==> src/rtl/stopwatch_pkg.sv <==
// stopwatch_pkg: the types and constants that the stopwatch control files share.
//   - sw_state_e : control FSM states
//   - DIGIT_W/TIME_W, digit limits, packed time layout and field offsets
//   - dig_inc    : increments one BCD digit and wraps it back to 0 at its limit
package stopwatch_pkg;

  typedef enum logic [1:0] {
    IDLE = 2'd0,
    RUN  = 2'd1,
    STOP = 2'd2,
    OVF  = 2'd3
  } sw_state_e;

  localparam int DIGIT_W = 4;
  localparam int TIME_W  = 24;

  localparam logic [DIGIT_W-1:0] DIG_MAX9 = 4'd9;
  localparam logic [DIGIT_W-1:0] DIG_MAX5 = 4'd5;

  // {min_t, min_u, sec_t, sec_u, cs_t, cs_u}
  typedef struct packed {
    logic [DIGIT_W-1:0] min_t;
    logic [DIGIT_W-1:0] min_u;
    logic [DIGIT_W-1:0] sec_t;
    logic [DIGIT_W-1:0] sec_u;
    logic [DIGIT_W-1:0] cs_t;
    logic [DIGIT_W-1:0] cs_u;
  } time_bcd_t;

  localparam int OFS_CS_U  = 0;
  localparam int OFS_CS_T  = 4;
  localparam int OFS_SEC_U = 8;
  localparam int OFS_SEC_T = 12;
  localparam int OFS_MIN_U = 16;
  localparam int OFS_MIN_T = 20;

  localparam logic [TIME_W-1:0] MAX_TIME = 24'h595999;

  function automatic logic [DIGIT_W-1:0] dig_inc(input logic [DIGIT_W-1:0] d,
                                                 input logic [DIGIT_W-1:0] lim);
    return (d == lim) ? '0 : d + 4'd1;
  endfunction

endpackage

==> src/rtl/bcd_time_counter.sv <==
// bcd_time_counter: six-digit mm:ss:cc BCD counter.
// Ports:
//   clk, rst     clock, asynchronous active-high reset
//   inc          advance the count by one centisecond
//   clr          synchronous clear (takes priority over inc)
//   sat          when high, an inc at 59:59.99 leaves the count unchanged
//   time_bcd     packed count {min_t,min_u,sec_t,sec_u,cs_t,cs_u}
//   max_reached  count is 59:59.99
module bcd_time_counter
  import stopwatch_pkg::*;
(
  input  logic              clk,
  input  logic              rst,
  input  logic              inc,
  input  logic              clr,
  input  logic              sat,
  output logic [TIME_W-1:0] time_bcd,
  output logic              max_reached
);

  time_bcd_t cnt_q, cnt_d;
  logic      carry;

  assign max_reached = (cnt_q == MAX_TIME);
  assign time_bcd    = cnt_q;

  always_comb begin
    cnt_d = cnt_q;
    carry = 1'b0;
    if (clr) begin
      cnt_d = '0;
    end else if (inc && !(sat && max_reached)) begin
      // Each digit only moves when every lower digit is wrapping.
      cnt_d.cs_u = dig_inc(cnt_q.cs_u, DIG_MAX9);
      carry      = (cnt_q.cs_u == DIG_MAX9);
      if (carry) begin
        cnt_d.cs_t = dig_inc(cnt_q.cs_t, DIG_MAX9);
        carry      = (cnt_q.cs_t == DIG_MAX9);
      end
      if (carry) begin
        cnt_d.sec_u = dig_inc(cnt_q.sec_u, DIG_MAX9);
        carry       = (cnt_q.sec_u == DIG_MAX9);
      end
      if (carry) begin
        cnt_d.sec_t = dig_inc(cnt_q.sec_t, DIG_MAX5);
        carry       = (cnt_q.sec_t == DIG_MAX5);
      end
      if (carry) begin
        cnt_d.min_u = dig_inc(cnt_q.min_u, DIG_MAX9);
        carry       = (cnt_q.min_u == DIG_MAX9);
      end
      if (carry) begin
        cnt_d.min_t = dig_inc(cnt_q.min_t, DIG_MAX5);
      end
    end
  end

  always_ff @(posedge clk or posedge rst) begin
    if (rst) cnt_q <= '0;
    else     cnt_q <= cnt_d;
  end

endmodule

==> src/rtl/stopwatch_ctrl.sv <==
// stopwatch_ctrl: button edge detection, start/stop/reset FSM, 100 Hz
// prescaler and BCD elapsed time for the sprinter stopwatch.
// Optional feature: define STOPWATCH_LAP_EN to enable lap capture; without it
// btn_lap is ignored and lap_bcd/lap_valid stay 0.
// Ports:
//   clk, rst                              clock, asynchronous active-high reset
//   btn_start_stop, btn_reset, btn_lap    debounced button levels (high = pressed)
//   running, ovf                          high in RUN / OVF
//   time_bcd                              elapsed time mm:ss:cc, packed BCD
//   lap_bcd, lap_valid                    last lap time and its one-cycle update pulse
//
// state | meaning
// IDLE  | cleared, waiting for start
// RUN   | prescaler counting, time advancing
// STOP  | frozen, prescaler keeps its partial count
// OVF   | reached 59:59.99, only reset leaves
module stopwatch_ctrl
  import stopwatch_pkg::*;
#(
  parameter int CLK_FREQ = 25_000_000,
  parameter int TICK_HZ  = 100
) (
  input  logic              clk,
  input  logic              rst,
  input  logic              btn_start_stop,
  input  logic              btn_reset,
  input  logic              btn_lap,
  output logic              running,
  output logic              ovf,
  output logic [TIME_W-1:0] time_bcd,
  output logic [TIME_W-1:0] lap_bcd,
  output logic              lap_valid
);

  localparam int PRE_TC = CLK_FREQ / TICK_HZ - 1;
  localparam int PRE_W  = (PRE_TC < 1) ? 1 : $clog2(PRE_TC + 1);
  localparam logic [PRE_W-1:0] PRE_TC_V = PRE_W'(PRE_TC);

  sw_state_e        state_q, state_d;
  logic [PRE_W-1:0] pre_q, pre_d;
  logic             hist_ss, hist_rs;
  logic             ev_ss, ev_rs;
  logic             tick, cnt_clr, max_reached;

  // History resets high so a button held through reset release is not a press.
  always_ff @(posedge clk or posedge rst) begin
    if (rst) begin
      hist_ss <= 1'b1;
      hist_rs <= 1'b1;
    end else begin
      hist_ss <= btn_start_stop;
      hist_rs <= btn_reset;
    end
  end

  assign ev_ss = btn_start_stop & ~hist_ss;
  assign ev_rs = btn_reset & ~hist_rs;

  always_comb begin
    state_d = state_q;
    pre_d   = pre_q;
    tick    = 1'b0;
    cnt_clr = 1'b0;
    case (state_q)
      IDLE: begin
        if (ev_ss) begin
          state_d = RUN;
          pre_d   = '0;
        end
      end
      RUN: begin
        if (pre_q == PRE_TC_V) begin
          pre_d = '0;
          tick  = 1'b1;
        end else begin
          pre_d = pre_q + PRE_W'(1);
        end
        // A saturating tick takes precedence over a same-cycle stop so the
        // display never sits at 59:59.99 in STOP with a pending overflow.
        if (tick && max_reached) state_d = OVF;
        else if (ev_ss)          state_d = STOP;
      end
      STOP: begin
        if (ev_rs) begin
          state_d = IDLE;
          pre_d   = '0;
          cnt_clr = 1'b1;
        end else if (ev_ss) begin
          state_d = RUN;
        end
      end
      OVF: begin
        if (ev_rs) begin
          state_d = IDLE;
          pre_d   = '0;
          cnt_clr = 1'b1;
        end
      end
      default: state_d = IDLE;
    endcase
  end

  always_ff @(posedge clk or posedge rst) begin
    if (rst) begin
      state_q <= IDLE;
      pre_q   <= '0;
    end else begin
      state_q <= state_d;
      pre_q   <= pre_d;
    end
  end

  assign running = (state_q == RUN);
  assign ovf     = (state_q == OVF);

  bcd_time_counter u_cnt (
    .clk         (clk),
    .rst         (rst),
    .inc         (tick),
    .clr         (cnt_clr),
    .sat         (1'b1),
    .time_bcd    (time_bcd),
    .max_reached (max_reached)
  );

`ifdef STOPWATCH_LAP_EN
  logic hist_lap;
  logic ev_lap;

  assign ev_lap = btn_lap & ~hist_lap;

  // Lap snapshots the pre-increment time; counting is unaffected.
  always_ff @(posedge clk or posedge rst) begin
    if (rst) begin
      hist_lap  <= 1'b1;
      lap_bcd   <= '0;
      lap_valid <= 1'b0;
    end else begin
      hist_lap  <= btn_lap;
      lap_valid <= 1'b0;
      if (cnt_clr) begin
        lap_bcd <= '0;
      end else if (state_q == RUN && ev_lap) begin
        lap_bcd   <= time_bcd;
        lap_valid <= 1'b1;
      end
    end
  end
`else
  logic lap_unused;
  assign lap_unused = btn_lap;
  assign lap_bcd    = '0;
  assign lap_valid  = 1'b0;
`endif

endmodule

==> config.mk <==
export PLATFORM = sky130hd
export DESIGN_NAME = stopwatch_ctrl
export DESIGN_NICKNAME = d
export VERILOG_FILES = /design/src/rtl/stopwatch_pkg.sv /design/src/rtl/bcd_time_counter.sv /design/src/rtl/stopwatch_ctrl.sv
export SDC_FILE = /design/constraint.sdc
export NUM_CORES = 1
export LEC_CHECK = 0
export BUFFER_PORTS_ARGS = -buffer_cell sky130_fd_sc_hd__buf_2
export CAP_MARGIN = 10
export CORE_UTILIZATION = 52
export CTS_BUF_LIST = sky130_fd_sc_hd__clkbuf_2
export DETAILED_ROUTE_END_ITERATION = 8
export PLACE_DENSITY = 0.79
export SKIP_LAST_GASP = 1
export SLEW_MARGIN = 20
export SYNTH_ARGS = -nofsm -noshare
export SYNTH_HDL_FRONTEND = slang
export SYNTH_SLANG_ARGS = --single-unit
==> constraint.sdc <==
create_clock -name clk -period 2.2 [get_ports clk]
set_clock_uncertainty 0.05 [all_clocks]
set_input_delay 0.33 -clock clk [delete_from_list [all_inputs] [get_ports clk]]
set_output_delay 0.33 -clock clk [all_outputs]
set_load 0.05 [all_outputs]
==> results by group <==
Floorplan
  • Die Height: 77.0 um
  • # IOs: 56
  • Floorplan row count: 26
  • Starting Density: 0.555
  • Die area: 5930 um^2
  • Die X: 77.0 um
  • Core area: 5270 um^2

Timing
  • Hold Vio Cnt, Final: 0
  • Max transition margin: 0.617
  • Setup-failing EPs final: 0
  • Slew @ Worst Pin: 0.572 ns
  • Final Cycle Share: 0.970
  • RSZ-0062 raised after global routing: true
  • Maximum clock frequency: 468 MHz
  • Crit path time final: 2.13 ns
  • Setup tns final: 0 ns
  • Max Slew Vio Count: 0

Synthesis
  • Area leader, netlist: dfrtp_1
  • Top post-synthesis cells by area: dfrtp_1 38%, buf_4 6.4%, ha_1 5.6%, mux2i_1 4.1%, nor2_1 3.6%
  • Synthesized-area fraction occupied by and/or/nand/nor cells: 0.283
  • Xor-xnor portion of the synthesized cell area: 0.0419
  • Area share of fa/ha/maj cells after synthesis: 0.0556
  • Netlist Area Pre-Place: 2930 um^2
  • Complex-gate fraction of the synthesized area: 0.0864
  • Main synth FF type: dfrtp_1
  • Main combinational cell family by area after synthesis: simple AND/OR/NAND/NOR gates
  • Post-synth EDFFs: 0
  • Syn Inst Count: 315
  • Post-synthesis sequential area ratio: 0.394
  • Synth Area per Inst: 9.29 um^2
  • Yosys top cell area share: 0.376
  • Netlist cell types: 53
  • Synth async-reset ratio: 1.00
  • Yosys reg bits: 46
  • Multiplexer share of the synthesized area: 0.0449
  • Yosys warning total: 0

Global route
  • Initial antenna violation count: 0
  • Global-route wire length before repair: 10,600 um
  • Total GRT Usage: 0.221
  • Grt total ovfl: 0
  • Pin count of the biggest net entering global routing: 25
  • Vias in the first global route: 2,340

Worst setup path
  • Delay-heaviest family, CP: simple AND/OR/NAND/NOR gates
  • Critical path data arrival time: 2.45 ns
  • CP Max Fanout: 3
  • WP depth: 6
  • Req. time, crit path: 2.51 ns
  • FF-to-FF path depth: 6
  • Worst r2r src: pre_q[5]$_DFFE_PP0P_
  • Slowest cell on crit path: or4_4
  • RR Endpoint: u_cnt.time_bcd[16]$_DFFE_PP0P_
  • Endpoint class of the critical path: flop
  • Cell Chain, Critical Path: or2_1 > or4_4 > nor4_4 > buf_4 > mux2i_1 > nor2_1
  • Worst R2R Setup Slack: 0.07 ns
  • Critical path class: flop to flop
  • CP startpoint kind: flop
  • Buf/Inv on CP: 1
  • Worst stage delay on the critical path: 0.57 ns

Clocking
  • CTS tree: done
  • CTS max path bufs: 2
  • CTS H-tree depth: 2
  • CTS Sinks: 46
  • Clk root buf: clkbuf_2
  • TritonCTS Buffers: 5
  • Clock transition at path regs: 0.26 ns
  • Post-CTS Setup Repair Bufs: 0
  • Clock Latency Late Sink: 0.45 ns

Detailed routing
  • DRC Markers: 0
  • Drt first-iter violations: 147
  • Vias per cell: 5.54
  • Via count: 2,460
  • Drt wl/cell: 14.0 um
  • Final wirelength: 6210 um
  • Antenna-violating nets left: 0
  • Drt first pass iters: 4

Finish
  • Final Net Count: 391
  • N_diodes: 0
  • Final core utilization: 0.643
  • Filler instances: 441
  • Most frequent cells in the layout: 40 x dfrtp_1, 31 x buf_4, 29 x buf_2
  • Commonest non-fill, non-tap cell in the layout: dfrtp_1
  • Area Growth Syn to Fin: 15.8%
  • Layout cells sized above 1: 0.235

Placed design
  • Number of buffers inserted by port buffering: 29
  • Routability cong.: 0.829
  • Final HPWL from detailed placement: 4530 um

Status
  • Status: finished, final reports clean

Power
  • Power Density: 718 nW/um^2
  • P_leak: 0.00165 uW
  • VDD IR-drop max: 0.755 mV

Flow run
  • Number of max-cap violations: 0

Worst hold path
  • Min-delay worst type: primary input to async pin
## kinds of logic (layout without fill, tap and decap cells)
logic type,count (synthesis),in the layout
AO/OA/AOI/OAI,39,39
XOR/XNOR,14,14
adder cells (fa/ha/maj),13,13
buffers and inverters,46,81
flip-flops,46,46
multiplexers,13,13
other,1,25
AND/OR/NAND/NOR,143,143
## Yosys cell counts (all sizes together) (5+ instances only)
library cell  count
a21oi            12
and3              6
and3b             5
buf              29
clkbuf            8
dfrtp            44
ha               13
inv               9
mux2i            12
nand2            25
nand3            18
nand3b            6
nand4             7
nor2             28
nor3              5
nor4             11
nor4b             6
o21ai             8
o31ai             6
or3               6
xnor2            11
## layout make-up
| type | count | area, um^2 | area share |
|---|---|---|---|
| Clock buffer | 5 | 25.0 | 0.00739 |
| Clock inverter | 3 | 40.0 | 0.0118 |
| Inverter | 9 | 33.8 | 0.00997 |
| Multi-Input combinational cell | 247 | 1620 | 0.477 |
| Sequential cell | 46 | 1160 | 0.342 |
| Tap cell | 70 | 87.6 | 0.0258 |
| Timing Repair Buffer | 64 | 428 | 0.126 |
## sequential cells by signal, summed over array words and instances (netlist names)
| register | flops |
|---|---|
| state_q | 2 |
| hist_ss | 1 |
| hist_rs | 1 |
| u_cnt.time_bcd | 24 |
| pre_q | 18 |
## worst max path at each step
stage,startpoint,to,slack (ns)
global route,pre_q[5]$_DFFE_PP0P_,u_cnt.time_bcd[16]$_DFFE_PP0P_,-0.04
detailed placement,pre_q[5]$_DFFE_PP0P_,u_cnt.time_bcd[16]$_DFFE_PP0P_,0.06
floorplan,u_cnt.time_bcd[5]$_DFFE_PP0P_,u_cnt.time_bcd[11]$_DFFE_PP0P_,0.01
global placement,pre_q[5]$_DFFE_PP0P_,u_cnt.time_bcd[16]$_DFFE_PP0P_,0.09
CTS,pre_q[4]$_DFFE_PP0P_,u_cnt.time_bcd[14]$_DFFE_PP0P_,0.02
finish,pre_q[5]$_DFFE_PP0P_,u_cnt.time_bcd[16]$_DFFE_PP0P_,0.07
## report_power, final
| part | switching [uW] | internal [uW] | leakage [uW] | total (uW) |
|---|---|---|---|---|
| Combinational | 644 | 267 | 0.000993 | 911 |
| Clock | 283 | 189 | 0.0000427 | 472 |
| Sequential | 109 | 941 | 0.000615 | 1050 |
| Total | 1040 | 1400 | 0.00165 | 2430 |
## per-layer routing
metal	up-vias	GRT usage	wire length [um]
met1	1174	0.280	2680
li1	1198	-	-
met5	-	0	0
met3	11	0.0393	263
met2	77	0.375	3160
met4	0	0.0830	99
## per-stage QoR
stage          hold WS [ns]  cells  power (uW)  setup slack (ns)  instance area, um^2
6_report              0.369    444        2430            0.0651                 3390
5_1_grt               0.387    444        2560           -0.0365                 3390
4_1_cts               0.370    444        2440            0.0187                 3370
3_5_place_dp          0.357    433        1970            0.0620                 3270
3_3_place_gp          0.354    433        1940            0.0854                 3270
2_1_floorplan         0.284    339        1740            0.0113                 3030
## what timing repair did
action                                  4_1_cts  5_1_grt
resized for setup                             0        5
endpoints found under the hold margin        25        0
hold buffers                                  3        0
endpoints found under the setup margin        0       23
## worst register-to-register path, cell delays in order, from the launching register on
cell,delay [ns]
dfrtp_1,0.43
or2_1,0.26
or4_4,0.57
nor4_4,0.36
buf_4,0.18
mux2i_1,0.18
nor2_1,0.05
(Power assumes the default switching activity.)
